File: src/rtl/serial_pkg.sv
// Shared definitions for the serial TX/RX path: state encoding, default line rate,
// bit-time helpers and frame-length constants.
package serial_pkg;

    typedef enum logic [2:0] {
        SERIAL_IDLE   = 3'd0,
        SERIAL_START  = 3'd1,
        SERIAL_DATA   = 3'd2,
        SERIAL_PARITY = 3'd3,
        SERIAL_STOP   = 3'd4
    } serial_state_e;

    localparam int unsigned SERIAL_CLK_FREQ  = 50_000_000;
    localparam int unsigned SERIAL_BAUD_RATE = 115_200;

    // Frame lengths in bit times: start + 8 data (+ parity) + stop.
    localparam int unsigned SERIAL_FRAME_BITS_8E1 = 11;
    localparam int unsigned SERIAL_FRAME_BITS_8N1 = 10;

    function automatic int unsigned serial_bit_ticks(input int unsigned clk_freq,
                                                     input int unsigned baud_rate);
        return clk_freq / baud_rate;
    endfunction

    function automatic int unsigned serial_frame_cycles(input int unsigned frame_bits,
                                                        input int unsigned bit_ticks);
        return frame_bits * bit_ticks;
    endfunction

    localparam int unsigned SERIAL_BIT_TICKS =
        serial_bit_ticks(SERIAL_CLK_FREQ, SERIAL_BAUD_RATE);

endpackage

File: src/rtl/serial_tx_baud_counter.sv
// Bit-time counter: counts 0..BIT_TICKS-1 and pulses bit_end on the last count.
// Shared between the serial transmitter and receiver.
module baud_counter #(
    parameter int unsigned BIT_TICKS = 434
) (
    input  logic clk,
    input  logic rst,
    input  logic clear,
    output logic bit_end
);

    localparam int unsigned CW = (BIT_TICKS > 1) ? $clog2(BIT_TICKS) : 1;
    localparam logic [CW-1:0] LAST = CW'(BIT_TICKS - 1);

    logic [CW-1:0] r_count;

    always_ff @(posedge clk) begin
        if (rst || clear) begin
            r_count <= '0;
        end else if (r_count == LAST) begin
            r_count <= '0;
        end else begin
            r_count <= r_count + 1'b1;
        end
    end

    assign bit_end = (r_count == LAST);

endmodule

File: src/rtl/serial_tx.sv
// RS-232 transmitter: start, 8 data bits LSB first, optional even parity, one stop bit.
// Define SERIAL_TX_PARITY_EN for an 8E1 frame; default build sends 8N1.
module serial_tx
    import serial_pkg::*;
#(
    parameter int unsigned CLK_FREQ  = SERIAL_CLK_FREQ,
    parameter int unsigned BAUD_RATE = SERIAL_BAUD_RATE
) (
    input  logic       clk,
    input  logic       rst,
    input  logic [7:0] data,
    input  logic       data_valid,
    output logic       data_ready,
    input  logic       cts,
    output logic       tx,
    output logic       busy
);

    localparam int unsigned BIT_TICKS = serial_bit_ticks(CLK_FREQ, BAUD_RATE);

    serial_state_e r_state;
    logic [7:0]    r_data;
    logic [2:0]    r_bit_idx;
    logic          r_tx;
    logic          r_busy;
`ifdef SERIAL_TX_PARITY_EN
    logic          r_parity;
`endif

    logic       w_bit_end;
    logic       w_accept;
    logic       w_clear;
    logic [2:0] w_next_idx;

    assign data_ready = !rst && (r_state == SERIAL_IDLE) && cts;
    assign w_accept   = data_valid && data_ready;
    assign w_next_idx = r_bit_idx + 3'd1;
    // Holding the counter clear through IDLE means it starts at 0 on the accept edge.
    assign w_clear    = (r_state == SERIAL_IDLE);

    baud_counter #(
        .BIT_TICKS (BIT_TICKS)
    ) u_baud (
        .clk     (clk),
        .rst     (rst),
        .clear   (w_clear),
        .bit_end (w_bit_end)
    );

    always_ff @(posedge clk) begin
        if (rst) begin
            r_state   <= SERIAL_IDLE;
            r_data    <= '0;
            r_bit_idx <= '0;
            r_tx      <= 1'b1;
            r_busy    <= 1'b0;
`ifdef SERIAL_TX_PARITY_EN
            r_parity  <= 1'b0;
`endif
        end else begin
            case (r_state)
                SERIAL_IDLE: begin
                    r_tx <= 1'b1;
                    if (w_accept) begin
                        r_data    <= data;
`ifdef SERIAL_TX_PARITY_EN
                        r_parity  <= ^data;
`endif
                        r_bit_idx <= '0;
                        r_tx      <= 1'b0;
                        r_busy    <= 1'b1;
                        r_state   <= SERIAL_START;
                    end
                end
                SERIAL_START: begin
                    if (w_bit_end) begin
                        r_tx    <= r_data[0];
                        r_state <= SERIAL_DATA;
                    end
                end
                SERIAL_DATA: begin
                    if (w_bit_end) begin
                        if (r_bit_idx == 3'd7) begin
`ifdef SERIAL_TX_PARITY_EN
                            r_tx    <= r_parity;
                            r_state <= SERIAL_PARITY;
`else
                            r_tx    <= 1'b1;
                            r_state <= SERIAL_STOP;
`endif
                        end else begin
                            r_bit_idx <= w_next_idx;
                            r_tx      <= r_data[w_next_idx];
                        end
                    end
                end
`ifdef SERIAL_TX_PARITY_EN
                SERIAL_PARITY: begin
                    if (w_bit_end) begin
                        r_tx    <= 1'b1;
                        r_state <= SERIAL_STOP;
                    end
                end
`endif
                SERIAL_STOP: begin
                    r_tx <= 1'b1;
                    if (w_bit_end) begin
                        r_busy  <= 1'b0;
                        r_state <= SERIAL_IDLE;
                    end
                end
                default: begin
                    r_tx    <= 1'b1;
                    r_busy  <= 1'b0;
                    r_state <= SERIAL_IDLE;
                end
            endcase
        end
    end

    assign tx   = r_tx;
    assign busy = r_busy;

endmodule

File: config.mk
export PLATFORM = sky130hd
export DESIGN_NAME = serial_tx
export DESIGN_NICKNAME = d
export VERILOG_FILES = /design/src/rtl/serial_pkg.sv /design/src/rtl/serial_tx_baud_counter.sv /design/src/rtl/serial_tx.sv
export SDC_FILE = /design/constraint.sdc
export NUM_CORES = 1
export LEC_CHECK = 0
export BUFFER_PORTS_ARGS = -buffer_cell sky130_fd_sc_hd__buf_2
export CORE_ASPECT_RATIO = 1.5
export CORE_MARGIN = 3
export CORE_UTILIZATION = 29
export CTS_CLUSTER_DIAMETER = 80
export DETAILED_ROUTE_END_ITERATION = 8
export GPL_TIMING_DRIVEN = 0
export PLACE_DENSITY = 0.47
export SYNTH_ARGS = -nofsm -noshare
export SYNTH_HDL_FRONTEND = slang
export SYNTH_HIERARCHICAL = 1
export SYNTH_SLANG_ARGS = --single-unit
File: constraint.sdc
create_clock -name clk -period 3.6 [get_ports clk]
set_input_delay 0.18 -clock clk [delete_from_list [all_inputs] [get_ports clk]]
set_output_delay 0.18 -clock clk [all_outputs]
set_load 0.01 [all_outputs]
==> results_dict.tcl <==
set metrics [dict create \
    clk_path_buf_depth 2 \
    worst_slack_ns 1.54 \
    place_area_um2 1380 \
    start_kind "register" \
    avgSynthCellArea_um2 9.67 \
    rows 28 \
    crit_cells 6 \
    synthCells 130 \
    htree_levels 1 \
    drive_above_1_share_pct 24.3 \
    final_cell_area_um2 1430 \
    synth_edf_count 0 \
    yosys_warnings 6 \
    cts_resized 0 \
    cts_tree "done" \
    place_inst 189 \
    worst_pin_slew_ns 0.402 \
    synth-seq-cells 25 \
    areaGrowthSynthToFinish_pct 13.7 \
    synth.distinct_cells 37 \
    fmax_mhz 485 \
    max_slew_margin_pct 73.2 \
    dp_slack_ns 1.54 \
    report.final.slew_viol_count 0 \
    wire_per_inst_um 12.3 \
    final-setup-viol-count 0 \
    insertion_delay_ns 0.26 \
    cp.required_ns 3.75 \
    drcViolationCount 0 \
    synthArstFlopShare_pct 0 \
    num_io_pins 15 \
    worst_path_max_delay_cell "mux4_1" \
    io_buffers 14 \
    gp_congestion 0.728 \
    p_leak_nw 0.550 \
    ir_drop_mv 0.256 \
    max_stage_delay_ns 0.55 \
    antenna_found_initial 0 \
    clock_skew_ns 0.00249 \
    core_area_um2 4060 \
    grt_max_degree 15 \
    initial_utilization_pct 30.9 \
    track_usage_pct 10.3 \
    synthFlopType "dfxtp_1" \
    ctsHoldBuffers 0 \
    grt_setup_unrepaired "false" \
    cp-end-kind "register" \
    mostFrequentLayoutCell "dfxtp_1" \
    layout.nets 165 \
    syn-cell-area_um2 1260 \
    antenna_left 0 \
    outcome "complete, no violations" \
    yosysSeqAreaShare_pct 39.8 \
    syn_nets 146 \
    cts_sinks 25 \
    path_cells "ha_1 -> ha_1 -> mux4_1 -> mux2_2 -> o21ai_2 -> a31oi_1" \
    r2r_cells 6 \
    cts_inserted_buffers 3 \
    cp.arrival_ns 2.21 \
    hold_path.class "input port to register" \
    hold_depth 2 \
    tns_ns 0 \
    die_x_um 59.8 \
    critPathBufInv 0 \
    finalHoldViolations 0 \
    drt_iter0_drc 18 \
    die-area_um2 5180 \
    path_common_cell "ha_1" \
    cts.clk_slew.worst_paths_ns 0.09 \
    period_share_pct 57.3 \
    root_buffer "clkbuf_8" \
    final_cell_mix "dfxtp_1 (25), buf_2 (16), nor2_1 (10)" \
    first_pass_iters 4 \
    totalWireLength_um 2380 \
    antenna_cells 0 \
    die_h_um 86.7 \
    cp_top_family "multiplexers" \
    grt_pass1_vias 1025 \
    period_needed_ns 2.06 \
    path_class "register to register" \
    maxCapViolCount 0 \
    grt_pass1_wl_um 4310 \
    cts_setup_buffers 0 \
    powerDensity_nw_per_um2 344 \
    overflow 0 \
    cp_max_fo 5 \
    vias_per_cell 5.09 \
    finalNonFillerCells 193 \
    dp_hpwl_um 1830 \
    vias 983 \
]
-- layout make-up --
class                   instances  area, um^2
fillers                       428        2630
multi-input cells              98         721
flip-flops and latches         25         500
repair buffers                 14        70.1
well taps                      45        56.3
clock buffers                   3        41.3
plain buffers                   4        25.0
inverters                       3        11.3
clock inverters                 1        5.00
-- path summary, 6_finish.rpt --
| path | start | to | slack (ns) |
|---|---|---|---|
| setup / recovery | r_bit_idx[0] | tx | 1.54 |
| hold / removal | data[3] | r_data[3] | 0.14 |
| setup reg to reg | r_bit_idx[0] | tx | 1.54 |
| hold reg to reg | r_bit_idx[2] | r_bit_idx[2] | 0.47 |
-- cells in the mapped netlist (2+ instances only) --
cell / n / area share, %
buf_4: 2 / 1.2
mux2_2: 9 / 8.1
nor2_1: 10 / 3.0
nand4_1: 3 / 1.5
nor3_1: 4 / 1.6
inv_1: 3 / 0.90
nand3_1: 3 / 1.2
nor2b_1: 9 / 4.5
a21oi_1: 9 / 3.6
or3_1: 6 / 3.0
dfxtp_1: 25 / 40
ha_1: 4 / 4.0
nand3b_1: 3 / 1.8
nand2_1: 9 / 2.7
o21ai_0: 4 / 1.6
mux4_1: 2 / 4.2
xor2_1: 3 / 2.1
buf_2: 2 / 0.80
a31oi_1: 2 / 0.99
-- cell families after synthesis --
family	share of synthesized area [%]
mux	13.1
compound gates	12.4
xor+xnor	2.79
buf+inv	2.89
fa+ha+maj	3.98
simple gates	25.0
flops	39.8
-- stage by stage --
stage          util, %  hold WS [ns]  power (mW)
2_1_floorplan        -         0.258       0.321
3_3_place_gp      34.1         0.406       0.336
3_5_place_dp      34.1         0.411       0.337
4_1_cts           35.2         0.133       0.501
5_1_grt           35.2         0.134       0.520
6_report          35.2         0.139       0.492
-- registers in the layout, indices dropped and copies added, names as in the netlist --
signal,cells
busy,1
r_bit_idx,3
r_data,8
r_state,3
tx,1
u_baud/r_count,9
-- routing by layer --
layer / wire (um) / vias up / global-route usage [%]
met5: 0 / - / 0
met4: 19 / 0 / 2.42
met3: 69 / 2 / 1.79
met2: 1210 / 10 / 17.9
met1: 1080 / 458 / 13.0
li1: - / 513 / -
-- report_power, final --
part,switching (mW),internal [mW]
registers,0.00377,0.284
clock network,0.0853,0.0772
logic,0.0200,0.0221
total,0.109,0.383
Note: power is estimated with default switching activity, not from simulation.
